--- src/rtl/mul_issue_ctrl.sv ---
// Mul/div issue controller: picks one ready multiply/divide reservation-station
// entry round-robin, tracks it through a fixed-latency execution unit, holds
// the result for the common data bus and releases the RS entry once granted.
// Only one operation is ever in flight.
module mul_issue_ctrl #(
    parameter int MUL_LAT = 6,
    parameter int DIV_LAT = 8
) (
    input  logic        clk1,
    input  logic        rst,
    input  logic [2:0]  rs_ready,
    input  logic [11:0] rs_func,
    input  logic [8:0]  rs_rob,
    input  logic [11:0] rs_rd,
    input  logic        cdb_grant,
    output logic        issue_valid,
    output logic [1:0]  issue_index,
    output logic        ex_b,
    output logic        done_valid,
    output logic [2:0]  done_rob,
    output logic [3:0]  done_rd,
    output logic        rs_free_valid,
    output logic [1:0]  rs_free_index
);

    localparam int MAX_LAT = (MUL_LAT > DIV_LAT) ? MUL_LAT : DIV_LAT;
    localparam int CNT_W   = (MAX_LAT > 1) ? $clog2(MAX_LAT) : 1;

    localparam logic [CNT_W-1:0] MUL_LOAD = CNT_W'(MUL_LAT - 1);
    localparam logic [CNT_W-1:0] DIV_LOAD = CNT_W'(DIV_LAT - 1);
    localparam logic [CNT_W-1:0] CNT_ZERO = CNT_W'(0);
    localparam logic [CNT_W-1:0] CNT_ONE  = CNT_W'(1);

    localparam logic [3:0] FUNC_MUL = 4'b0010;
    localparam logic [3:0] FUNC_DIV = 4'b0011;

    typedef enum logic [1:0] {
        IDLE = 2'd0,
        EXEC = 2'd1,
        WB   = 2'd2
    } state_t;

    // ------------------------------------------------------------------
    // Helpers
    // ------------------------------------------------------------------
    function automatic logic is_muldiv(input logic [3:0] func);
        logic hit;
        if ((func == FUNC_MUL) || (func == FUNC_DIV)) begin
            hit = 1'b1;
        end else begin
            hit = 1'b0;
        end
        return hit;
    endfunction

    // Next round-robin position; index 3 never occurs but folds back to 0.
    function automatic logic [1:0] inc_mod3(input logic [1:0] idx);
        logic [1:0] nxt;
        case (idx)
            2'd0:    nxt = 2'd1;
            2'd1:    nxt = 2'd2;
            default: nxt = 2'd0;
        endcase
        return nxt;
    endfunction

    // Returns {found, index}: first set bit of mask scanning ptr, ptr+1, ptr+2 mod 3.
    function automatic logic [2:0] rr_pick(input logic [2:0] mask, input logic [1:0] ptr);
        logic [3:0] mask_ext;
        logic [1:0] idx;
        logic [2:0] res;
        mask_ext = {1'b0, mask};
        idx      = ptr;
        res      = 3'b000;
        for (int k = 0; k < 3; k++) begin
            if (!res[2] && mask_ext[idx]) begin
                res = {1'b1, idx};
            end else begin
                res = res;
            end
            idx = inc_mod3(idx);
        end
        return res;
    endfunction

    // ------------------------------------------------------------------
    // State and registered outputs
    // ------------------------------------------------------------------
    state_t            state_r, state_s;
    logic [1:0]        rr_ptr_r, rr_ptr_s;
    logic [CNT_W-1:0]  cnt_r, cnt_s;
    logic              issue_valid_r, issue_valid_s;
    logic [1:0]        issue_index_r, issue_index_s;
    logic              ex_b_r, ex_b_s;
    logic              done_valid_r, done_valid_s;
    logic [2:0]        done_rob_r, done_rob_s;
    logic [3:0]        done_rd_r, done_rd_s;
    logic              rs_free_valid_r, rs_free_valid_s;
    logic [1:0]        rs_free_index_r, rs_free_index_s;

    logic [2:0]        elig_s;
    logic [2:0]        pick_s;
    logic [3:0]        sel_func_s;
    logic [2:0]        sel_rob_s;
    logic [3:0]        sel_rd_s;

    // Eligible entries: ready, a mul/div op, and not the entry being released this cycle.
    always_comb begin
        elig_s    = 3'b000;
        elig_s[0] = rs_ready[0] && is_muldiv(rs_func[3:0])
                    && !(rs_free_valid_r && (rs_free_index_r == 2'd0));
        elig_s[1] = rs_ready[1] && is_muldiv(rs_func[7:4])
                    && !(rs_free_valid_r && (rs_free_index_r == 2'd1));
        elig_s[2] = rs_ready[2] && is_muldiv(rs_func[11:8])
                    && !(rs_free_valid_r && (rs_free_index_r == 2'd2));
    end

    // Round-robin selection and operand-field mux for the selected entry.
    always_comb begin
        pick_s     = rr_pick(elig_s, rr_ptr_r);
        sel_func_s = 4'b0000;
        sel_rob_s  = 3'b000;
        sel_rd_s   = 4'b0000;
        case (pick_s[1:0])
            2'd0: begin
                sel_func_s = rs_func[3:0];
                sel_rob_s  = rs_rob[2:0];
                sel_rd_s   = rs_rd[3:0];
            end
            2'd1: begin
                sel_func_s = rs_func[7:4];
                sel_rob_s  = rs_rob[5:3];
                sel_rd_s   = rs_rd[7:4];
            end
            2'd2: begin
                sel_func_s = rs_func[11:8];
                sel_rob_s  = rs_rob[8:6];
                sel_rd_s   = rs_rd[11:8];
            end
            default: begin
                sel_func_s = 4'b0000;
                sel_rob_s  = 3'b000;
                sel_rd_s   = 4'b0000;
            end
        endcase
    end

    // FSM next state and next values of every registered output.
    always_comb begin
        state_s         = state_r;
        rr_ptr_s        = rr_ptr_r;
        cnt_s           = cnt_r;
        issue_valid_s   = 1'b0;
        issue_index_s   = issue_index_r;
        ex_b_s          = ex_b_r;
        done_valid_s    = done_valid_r;
        done_rob_s      = done_rob_r;
        done_rd_s       = done_rd_r;
        rs_free_valid_s = 1'b0;
        rs_free_index_s = rs_free_index_r;
        case (state_r)
            IDLE: begin
                if (pick_s[2]) begin
                    state_s       = EXEC;
                    issue_valid_s = 1'b1;
                    issue_index_s = pick_s[1:0];
                    done_rob_s    = sel_rob_s;
                    done_rd_s     = sel_rd_s;
                    ex_b_s        = 1'b1;
                    if (sel_func_s == FUNC_DIV) begin
                        cnt_s = DIV_LOAD;
                    end else begin
                        cnt_s = MUL_LOAD;
                    end
                end else begin
                    state_s = IDLE;
                end
            end
            EXEC: begin
                if (cnt_r == CNT_ZERO) begin
                    state_s      = WB;
                    done_valid_s = 1'b1;
                end else begin
                    cnt_s = cnt_r - CNT_ONE;
                end
            end
            WB: begin
                if (cdb_grant) begin
                    state_s         = IDLE;
                    done_valid_s    = 1'b0;
                    ex_b_s          = 1'b0;
                    rs_free_valid_s = 1'b1;
                    rs_free_index_s = issue_index_r;
                    rr_ptr_s        = inc_mod3(issue_index_r);
                end else begin
                    state_s = WB;
                end
            end
            default: begin
                state_s      = IDLE;
                ex_b_s       = 1'b0;
                done_valid_s = 1'b0;
            end
        endcase
    end

    // FSM state register; reset returns to IDLE and aborts any in-flight op.
    always_ff @(posedge clk1) begin
        if (rst) begin
            state_r <= IDLE;
        end else begin
            state_r <= state_s;
        end
    end

    // Datapath and output registers; reset clears everything, including the pointer.
    always_ff @(posedge clk1) begin
        if (rst) begin
            rr_ptr_r        <= 2'd0;
            cnt_r           <= CNT_ZERO;
            issue_valid_r   <= 1'b0;
            issue_index_r   <= 2'd0;
            ex_b_r          <= 1'b0;
            done_valid_r    <= 1'b0;
            done_rob_r      <= 3'd0;
            done_rd_r       <= 4'd0;
            rs_free_valid_r <= 1'b0;
            rs_free_index_r <= 2'd0;
        end else begin
            rr_ptr_r        <= rr_ptr_s;
            cnt_r           <= cnt_s;
            issue_valid_r   <= issue_valid_s;
            issue_index_r   <= issue_index_s;
            ex_b_r          <= ex_b_s;
            done_valid_r    <= done_valid_s;
            done_rob_r      <= done_rob_s;
            done_rd_r       <= done_rd_s;
            rs_free_valid_r <= rs_free_valid_s;
            rs_free_index_r <= rs_free_index_s;
        end
    end

    assign issue_valid   = issue_valid_r;
    assign issue_index   = issue_index_r;
    assign ex_b          = ex_b_r;
    assign done_valid    = done_valid_r;
    assign done_rob      = done_rob_r;
    assign done_rd       = done_rd_r;
    assign rs_free_valid = rs_free_valid_r;
    assign rs_free_index = rs_free_index_r;

endmodule

--- config.mk ---
export PLATFORM = sky130hd
export DESIGN_NAME = mul_issue_ctrl
export DESIGN_NICKNAME = d
export VERILOG_FILES = /design/src/rtl/mul_issue_ctrl.sv
export SDC_FILE = /design/constraint.sdc
export NUM_CORES = 1
export LEC_CHECK = 0
export ABC_CLOCK_PERIOD_IN_PS = 4340
export CAP_MARGIN = 5
export CORE_MARGIN = 4
export CORE_UTILIZATION = 44
export CTS_CLUSTER_SIZE = 16
export DETAILED_ROUTE_END_ITERATION = 7
export HOLD_SLACK_MARGIN = 0.03
export PLACE_DENSITY = 0.84
export RECOVER_POWER = 25
export SETUP_SLACK_MARGIN = 0.3
export SLEW_MARGIN = 5
export SYNTH_ARGS = -nofsm -noshare
export SYNTH_HDL_FRONTEND = slang
export SYNTH_SLANG_ARGS = --single-unit
--- constraint.sdc ---
create_clock -name clk1 -period 4.34 [get_ports clk1]
set_input_delay 1.302 -clock clk1 [delete_from_list [all_inputs] [get_ports clk1]]
set_output_delay 1.302 -clock clk1 [all_outputs]
set_load 0.005 [all_outputs]
==> metrics.txt, run 1 <==
# TYPE chip_impl_metric gauge
chip_impl_info{name="status",value="completed"} 1
chip_impl_metric{name="finalPower",unit="mW"} 0.489
chip_impl_metric{name="wl_per_cell",unit="µm"} 15.1
chip_impl_metric{name="htreeDepth",unit=""} 1
chip_impl_metric{name="final_layout_size_suffix_gt1_frac",unit=""} 0.0729
chip_impl_metric{name="maxClockFrequency",unit="GHz"} 0.321
chip_impl_metric{name="cts.sinks",unit=""} 22
chip_impl_metric{name="async_flop_share",unit=""} 0
chip_impl_info{name="timing_worst_setup_path_type",value="input pin to flip-flop"} 1
chip_impl_metric{name="grt_pass1_wl",unit="mm"} 5.51
chip_impl_metric{name="synth_cell_type_count",unit=""} 39
chip_impl_metric{name="via_per_inst",unit=""} 5.94
chip_impl_metric{name="holdPathStages",unit=""} 2
chip_impl_info{name="ys_dominant_reg_cell",value="sky130_fd_sc_hd__dfxtp_1"} 1
chip_impl_metric{name="design.die.area",unit="mm²"} 0.00363
chip_impl_metric{name="synth_seq_cells",unit=""} 22
chip_impl_metric{name="hold_ws",unit="ps"} 491
chip_impl_metric{name="die-width",unit="µm"} 60.3
chip_impl_metric{name="worst_clock_skew_on_the_final_layout",unit="ps"} 1.35
chip_impl_metric{name="synth_sequential_area_ratio",unit=""} 0.367
chip_impl_metric{name="syn_nets",unit=""} 182
chip_impl_metric{name="cts.reportedPaths.clkPinSlew",unit="ps"} 120
chip_impl_metric{name="clock_tree.buffer_depth",unit=""} 2
chip_impl_metric{name="antenna_cells",unit=""} 0
chip_impl_metric{name="edff_count_synth",unit=""} 0
chip_impl_metric{name="dieHeight",unit="µm"} 60.3
chip_impl_metric{name="worstRegToRegCells",unit=""} 6
chip_impl_metric{name="placeableCoreArea",unit="mm²"} 0.00254
chip_impl_metric{name="postRouteAntennaNets",unit=""} 0
chip_impl_metric{name="cp.buffers_inverters",unit=""} 1
chip_impl_info{name="timing.critical_path.max_delay_family",value="compound AO/OA/AOI/OAI gates"} 1
chip_impl_metric{name="port-buffer-count",unit=""} 53
chip_impl_metric{name="first_pass_iters",unit=""} 4
chip_impl_metric{name="placement_rows",unit=""} 18
chip_impl_metric{name="first_global_vias",unit=""} 1338
chip_impl_info{name="cts-root-buf",value="sky130_fd_sc_hd__clkbuf_4"} 1
chip_impl_metric{name="setup-violations-final",unit=""} 0
chip_impl_metric{name="power.density_cell_area",unit="mW/mm²"} 273
chip_impl_metric{name="post_route_cell_area",unit="mm²"} 0.00179
chip_impl_metric{name="timing.critical_path.depth",unit=""} 7
chip_impl_metric{name="postCtsResizedCells",unit=""} 0
chip_impl_metric{name="slew-limit-headroom",unit=""} 0.448
chip_impl_metric{name="ports",unit=""} 54
chip_impl_metric{name="start_util",unit=""} 0.472
chip_impl_info{name="end_kind",value="flip-flop"} 1
chip_impl_metric{name="fin_crit_sh",unit=""} 0.718
chip_impl_metric{name="synth_area",unit="mm²"} 0.00120
chip_impl_metric{name="pre_cts_slack",unit="ps"} 917
chip_impl_metric{name="vdd_ir_drop_max",unit="mV"} 0.283
chip_impl_metric{name="layout-area-overhead-vs-synth",unit="%"} 49.0
chip_impl_metric{name="tightest_slew",unit="ps"} 825
chip_impl_info{name="worst_path_slowest_cell",value="sky130_fd_sc_hd__clkdlybuf4s50_1"} 1
chip_impl_metric{name="dp_hpwl",unit="mm"} 2.53
chip_impl_metric{name="placedCellCount",unit=""} 218
chip_impl_metric{name="globalplace.congestion",unit=""} 0.780
chip_impl_metric{name="yosys_warnings",unit=""} 0
chip_impl_metric{name="netlist_instances",unit=""} 141
chip_impl_metric{name="dr.first_iter.drc_count",unit=""} 36
chip_impl_metric{name="max_stage_delay",unit="ps"} 450
chip_impl_metric{name="drt_drc_violations_left",unit=""} 0
chip_impl_metric{name="number_of_standard_cells_in_the_layout_taps_in_and_fillers_out",unit=""} 222
chip_impl_metric{name="track_usage",unit=""} 0.201
chip_impl_metric{name="crit_fanout",unit=""} 11
chip_impl_metric{name="layout_min_cycle_time",unit="ps"} 3120
chip_impl_metric{name="antenna_found_initial",unit=""} 0
chip_impl_metric{name="routed-via-count",unit=""} 1319
chip_impl_metric{name="groute.layer.met1.usage",unit=""} 0.211
chip_impl_info{name="worstHoldPathType",value="flip-flop to flip-flop"} 1
chip_impl_metric{name="postLayoutSetupSlackWorst",unit="ps"} 1220
chip_impl_info{name="setup.worst_path.start_class",value="input pin"} 1
chip_impl_metric{name="static_leakage",unit="nW"} 0.636
chip_impl_metric{name="cts_inserted_buffers",unit=""} 3
chip_impl_info{name="gr-max-usage-layer",value="met2"} 1
chip_impl_metric{name="timing_max_transition_violations_final",unit=""} 0
chip_impl_metric{name="setup_total_negative_slack",unit="ps"} 0
chip_impl_metric{name="dpl-instance-area",unit="mm²"} 0.00174
chip_impl_metric{name="holdBufCountCts",unit=""} 0
chip_impl_metric{name="syn_area_cell",unit="µm²"} 8.52
chip_impl_metric{name="grt_remaining_overflow",unit=""} 0
chip_impl_info{name="grt_setup_unrepaired",value="false"} 1
chip_impl_metric{name="routed_wirelength",unit="mm"} 3.36
chip_impl_metric{name="grt_met3_usage",unit=""} 0.0648
chip_impl_metric{name="num-nets-final",unit=""} 234
chip_impl_metric{name="final_core_utilization",unit=""} 0.703
chip_impl_info{name="tritoncts",value="built"} 1
chip_impl_metric{name="fillerInstances",unit=""} 201
chip_impl_metric{name="clk_latency",unit="ps"} 310
chip_impl_info{name="timing.critical_path.cells",value="clkdlybuf4s50_1 > and4bb_2 > a2111oi_1 > a211o_1 > or2_1 > a31oi_2 > o22ai_2"} 1
chip_impl_metric{name="worst_ep_arrival_time",unit="ps"} 3360
chip_impl_metric{name="post-cts-setup-buffers",unit=""} 0
chip_impl_metric{name="cp.required",unit="ps"} 4580
chip_impl_metric{name="grt_use_met2",unit=""} 0.361
chip_impl_metric{name="max_cap_viol_count",unit=""} 0
chip_impl_metric{name="timing.final.hold_violations",unit=""} 0
chip_impl_metric{name="maximum_number_of_pins_on_one_net_before_global_route_repair",unit=""} 23
-- path summary, 6_finish.rpt --
check,start,endpoint,slack (ps)
max,rs_func[11],cnt_r[1],1220
min,done_valid,done_valid,490
max reg2reg,rr_ptr_r[1],cnt_r[1],2240
min reg2reg,done_valid,done_valid,490
-- cell type report --
type / count / area [µm²] / share of cell area
Timing Repair Buffer: 53 / 531 / 0.297
Multi-Input combinational cell: 107 / 706 / 0.394
Inverter: 6 / 22.5 / 0.0126
Clock buffer: 3 / 22.5 / 0.0126
Tap cell: 30 / 37.5 / 0.0210
Sequential cell: 22 / 440 / 0.246
Clock inverter: 1 / 30.0 / 0.0168
-- worst min-delay path: stages, from the launching register on --
cell and delay (ps):
sky130_fd_sc_hd__dfxtp_1 330, sky130_fd_sc_hd__o21ai_0 60, sky130_fd_sc_hd__a21oi_1 60
-- registers in the layout (all words and copies together), names as in the netlist --
name / cells
done_rob: 3
issue_index: 2
ex_b: 1
issue_valid: 1
state_r: 2
done_rd: 4
done_valid: 1
cnt_r: 3
rs_free_index: 2
rr_ptr_r: 2
rs_free_valid: 1
-- kinds of logic (layout without fill, tap and decap cells) --
group                      after synthesis  after routing  synth area share
and+or+nand+nor                         52             52             0.239
AOI/OAI and AO/OA                       49             49             0.295
DFF                                     22             22             0.367
buffers and inverters                   12             63            0.0458
muxes                                    4              4            0.0333
adders and majority gates                2              2            0.0208
-- cell usage after synthesis (2+ instances only) --
master	n	area share
sky130_fd_sc_hd__dfxtp_1	22	0.37
sky130_fd_sc_hd__nor2_1	19	0.059
sky130_fd_sc_hd__a21oi_1	12	0.050
sky130_fd_sc_hd__nand2_1	10	0.031
sky130_fd_sc_hd__o21ai_0	10	0.042
sky130_fd_sc_hd__a211oi_1	8	0.050
sky130_fd_sc_hd__a221oi_1	8	0.058
sky130_fd_sc_hd__inv_1	6	0.019
sky130_fd_sc_hd__mux2i_1	4	0.033
sky130_fd_sc_hd__nand2b_1	3	0.016
sky130_fd_sc_hd__nor2b_1	3	0.016
sky130_fd_sc_hd__nor3_1	3	0.012
sky130_fd_sc_hd__a22oi_1	2	0.012
sky130_fd_sc_hd__and4bb_2	2	0.021
sky130_fd_sc_hd__buf_2	2	0.0083
sky130_fd_sc_hd__clkbuf_1	2	0.0063
sky130_fd_sc_hd__ha_1	2	0.021
sky130_fd_sc_hd__nand3_1	2	0.0083
-- layout by cell type (no fill, tap or decap), types with 2 or more instances in the layout --
cell | Yosys | final
sky130_fd_sc_hd__nor2_1 | 19 | 19
sky130_fd_sc_hd__dlygate4sd3_1 | 0 | 3
sky130_fd_sc_hd__dfxtp_1 | 22 | 22
sky130_fd_sc_hd__nor2b_1 | 3 | 3
sky130_fd_sc_hd__a221oi_1 | 8 | 8
sky130_fd_sc_hd__ha_1 | 2 | 2
sky130_fd_sc_hd__a22oi_1 | 2 | 2
sky130_fd_sc_hd__nand2_1 | 10 | 10
sky130_fd_sc_hd__nand3_1 | 2 | 2
sky130_fd_sc_hd__clkbuf_4 | 0 | 3
sky130_fd_sc_hd__nand2b_1 | 3 | 3
sky130_fd_sc_hd__clkdlybuf4s50_1 | 0 | 50
sky130_fd_sc_hd__and4bb_2 | 2 | 2
sky130_fd_sc_hd__a211oi_1 | 8 | 8
sky130_fd_sc_hd__inv_1 | 6 | 6
sky130_fd_sc_hd__nor3_1 | 3 | 3
sky130_fd_sc_hd__o21ai_0 | 10 | 10
sky130_fd_sc_hd__mux2i_1 | 4 | 4
sky130_fd_sc_hd__a21oi_1 | 12 | 12
-- power by group --
| group | internal, mW | total (mW) | switching (mW) |
|---|---|---|---|
| Clock | 0.0934 | 0.159 | 0.0656 |
| Combinational | 0.0651 | 0.110 | 0.0445 |
| Sequential | 0.213 | 0.220 | 0.00700 |
| Total | 0.372 | 0.489 | 0.117 |
-- routing by layer --
metal | share of wire | up-vias | wire length (µm)
li1 | - | 625 | -
met1 | 0.41 | 620 | 1360
met2 | 0.48 | 65 | 1620
met3 | 0.094 | 9 | 315
met4 | 0.018 | 0 | 61
met5 | 0 | - | 0
Note: power is estimated with default switching activity, not from simulation.
==> run 2, diff against run 1 <==
- ABC_CLOCK_PERIOD_IN_PS: 4340 -> 2720
- CORE_UTILIZATION: 44 -> 37
- PLACE_DENSITY: 0.84 -> 0.75
- clock period: 4.34 -> 2.72 ns (I/O delays scaled with it)
==> metrics.txt, run 2 (synthesized netlist as in run 1, its figures left out) <==
# TYPE chip_impl_metric gauge
chip_impl_metric{name="num-nets-final",unit=""} 246
chip_impl_info{name="end_kind",value="flip-flop"} 1
chip_impl_metric{name="hold_ws",unit="ps"} 494
chip_impl_metric{name="largest_register_ffs",unit=""} 4
chip_impl_metric{name="placeableCoreArea",unit="mm²"} 0.00308
chip_impl_info{name="grt_setup_unrepaired",value="false"} 1
chip_impl_info{name="status",value="completed"} 1
chip_impl_metric{name="htreeDepth",unit=""} 1
chip_impl_info{name="timing.critical_path.max_delay_family",value="simple AND/OR/NAND/NOR gates"} 1
chip_impl_metric{name="dieHeight",unit="µm"} 65.0
chip_impl_metric{name="final_layout_size_suffix_gt1_frac",unit=""} 0.211
chip_impl_info{name="timing_worst_setup_path_type",value="input pin to flip-flop"} 1
chip_impl_metric{name="port-buffer-count",unit=""} 53
chip_impl_metric{name="tightest_slew",unit="ps"} 587
chip_impl_metric{name="grt_remaining_overflow",unit=""} 0
chip_impl_metric{name="placedCellCount",unit=""} 238
chip_impl_metric{name="cts_inserted_buffers",unit=""} 3
chip_impl_metric{name="setup-violations-final",unit=""} 0
chip_impl_metric{name="design.die.area",unit="mm²"} 0.00422
chip_impl_metric{name="static_leakage",unit="nW"} 0.817
chip_impl_metric{name="number_of_standard_cells_in_the_layout_taps_in_and_fillers_out",unit=""} 248
chip_impl_metric{name="share_of_power_burned_in_the_clock_network",unit=""} 0.313
chip_impl_metric{name="cp.required",unit="ps"} 2960
chip_impl_metric{name="layout_min_cycle_time",unit="ps"} 2250
chip_impl_metric{name="power.internal",unit="mW"} 0.608
chip_impl_metric{name="maxClockFrequency",unit="GHz"} 0.445
chip_impl_metric{name="cts.sinks",unit=""} 22
chip_impl_metric{name="first_global_vias",unit=""} 1389
chip_impl_metric{name="die-width",unit="µm"} 65.0
chip_impl_metric{name="cts.reportedPaths.clkPinSlew",unit="ps"} 130
chip_impl_metric{name="ports",unit=""} 54
chip_impl_metric{name="start_util",unit=""} 0.390
chip_impl_metric{name="routed-via-count",unit=""} 1379
chip_impl_metric{name="cp.buffers_inverters",unit=""} 2
chip_impl_info{name="worst_path_slowest_cell",value="sky130_fd_sc_hd__and4bb_4"} 1
chip_impl_info{name="worstHoldPathType",value="flip-flop to flip-flop"} 1
chip_impl_metric{name="wl_per_cell",unit="µm"} 15.9
chip_impl_metric{name="combPwrFrac",unit=""} 0.253
chip_impl_metric{name="fillerInstances",unit=""} 238
chip_impl_metric{name="max_stage_delay",unit="ps"} 430
chip_impl_info{name="timing.critical_path.cells",value="dlymetal6s2s_1 > and4bb_4 > a211oi_2 > a211o_1 > buf_6 > or3_4 > o22ai_2"} 1
chip_impl_metric{name="antenna_found_initial",unit=""} 0
chip_impl_metric{name="postRouteAntennaNets",unit=""} 0
chip_impl_metric{name="timing.final.hold_violations",unit=""} 0
chip_impl_metric{name="worst-r2r-setup-slack",unit="ps"} 550
chip_impl_metric{name="worst_ep_arrival_time",unit="ps"} 2490
chip_impl_metric{name="holdBufCountCts",unit=""} 0
chip_impl_metric{name="antenna_cells",unit=""} 0
chip_impl_metric{name="dp_hpwl",unit="mm"} 2.65
chip_impl_metric{name="placement_rows",unit=""} 20
chip_impl_metric{name="layout-area-overhead-vs-synth",unit="%"} 72.8
chip_impl_metric{name="track_usage",unit=""} 0.178
chip_impl_metric{name="fin_crit_sh",unit=""} 0.827
chip_impl_metric{name="clk_latency",unit="ps"} 310
chip_impl_metric{name="slew-limit-headroom",unit=""} 0.607
chip_impl_metric{name="crit_fanout",unit=""} 6
chip_impl_metric{name="routed_wirelength",unit="mm"} 3.94
chip_impl_info{name="tritoncts",value="built"} 1
chip_impl_metric{name="clock_tree.buffer_depth",unit=""} 2
chip_impl_metric{name="globalplace.congestion",unit=""} 0.837
chip_impl_metric{name="vdd_ir_drop_max",unit="mV"} 0.237
chip_impl_info{name="cts-root-buf",value="sky130_fd_sc_hd__clkbuf_4"} 1
chip_impl_metric{name="drt_drc_violations_left",unit=""} 0
chip_impl_metric{name="timing_max_transition_violations_final",unit=""} 0
chip_impl_info{name="layout.cells.most_common_list",value="sky130_fd_sc_hd__clkdlybuf4s50_1, sky130_fd_sc_hd__dfxtp_1, sky130_fd_sc_hd__nor2_1"} 1
chip_impl_metric{name="first_pass_iters",unit=""} 4
chip_impl_metric{name="grt_pass1_wl",unit="mm"} 5.98
chip_impl_metric{name="final_core_utilization",unit=""} 0.674
chip_impl_metric{name="power.density_cell_area",unit="mW/mm²"} 390
chip_impl_metric{name="dr.first_iter.drc_count",unit=""} 50
chip_impl_metric{name="maximum_number_of_pins_on_one_net_before_global_route_repair",unit=""} 22
chip_impl_metric{name="setup_total_negative_slack",unit="ps"} 0
chip_impl_metric{name="max_cap_viol_count",unit=""} 0
chip_impl_info{name="most_frequent_standard_cell_in_the_layout_excluding_fill_and_tap_cells",value="sky130_fd_sc_hd__clkdlybuf4s50_1"} 1
chip_impl_metric{name="via_per_inst",unit=""} 5.56
chip_impl_metric{name="worst_clock_skew_on_the_final_layout",unit="ps"} 8.94
chip_impl_metric{name="net_load_switching_power",unit="mW"} 0.202
chip_impl_metric{name="seq_power_share",unit=""} 0.434
chip_impl_metric{name="swShare",unit=""} 0.249
chip_impl_info{name="setup.worst_path.start_class",value="input pin"} 1
-- run 2: changes by cell type in the layout (fill, tap and decap cells not counted), moves of 2 or more --
| cell | delta |
|---|---|
| sky130_fd_sc_hd__clkdlybuf4s50_1 | -12 |
| sky130_fd_sc_hd__buf_6 | +2 |
| sky130_fd_sc_hd__a22oi_2 | +2 |
| sky130_fd_sc_hd__a22oi_1 | -2 |
| sky130_fd_sc_hd__and4bb_4 | +2 |
| sky130_fd_sc_hd__dlymetal6s2s_1 | +12 |
| sky130_fd_sc_hd__a211oi_2 | +5 |
| sky130_fd_sc_hd__buf_4 | +7 |
| sky130_fd_sc_hd__a211oi_1 | -4 |
-- run 2: power by group through the flow --
stage	Sequential [mW]	Clock, mW	Combinational [mW]
floorplan	0.357	0	0.0827
global placement	0.358	0	0.178
detailed placement	0.358	0	0.183
CTS	0.351	0.261	0.186
global route	0.354	0.274	0.224
finish	0.352	0.253	0.205
-- run 2: worst paths after layout --
path / start / to / cells after the start
worst max register to register: rr_ptr_r[1] / done_rob[0] / 7
worst min register to register: done_valid / done_valid / 2
worst max-delay path: rs_func[10] / cnt_r[1] / 7
worst min-delay path: done_valid / done_valid / 2
-- run 2: what timing repair did --
item,CTS,global route
buffers inserted,0,3
resized for setup,2,38
hold endpoints to repair,0,0
setup endpoints to repair,5,9
gates cloned,1,2
pin swaps,1,17
-- run 2: area by class of cell --
cell class / count / area [µm²] / share of cell area
Tap cell: 44 / 55.1 / 0.0265
Clock buffer: 3 / 22.5 / 0.0108
Sequential cell: 22 / 440 / 0.212
Timing Repair Buffer: 62 / 636 / 0.306
Clock inverter: 1 / 30.0 / 0.0145
Inverter: 6 / 22.5 / 0.0108
Multi-Input combinational cell: 110 / 870 / 0.419
-- run 2: per-layer routing --
metal / GRT usage / wire, µm / share of wire / vias to the layer above
met5: 0 / 0 / 0 / -
met4: 0.0871 / 75 / 0.019 / 0
met3: 0.0468 / 326 / 0.083 / 8
met2: 0.298 / 2000 / 0.51 / 64
met1: 0.210 / 1540 / 0.39 / 647
li1: - / - / - / 660
-- run 2: per-stage QoR --
step,setup slack [ps],instance area [µm²],power [mW]
floorplan,482,1200,0.440
global placement,17.9,1800,0.536
detailed placement,-45.3,1800,0.540
CTS,301,1860,0.798
global route,386,2080,0.852
finish,472,2080,0.810
-- run 2: worst reg2reg max path, delay by kind of cell (launching register included) --
| family | cells | cell delay (ps) |
|---|---|---|
| buffers and inverters | 2 | 240 |
| AO/OA/AOI/OAI | 4 | 970 |
| flip-flops | 1 | 620 |
| AND/OR/NAND/NOR | 1 | 250 |
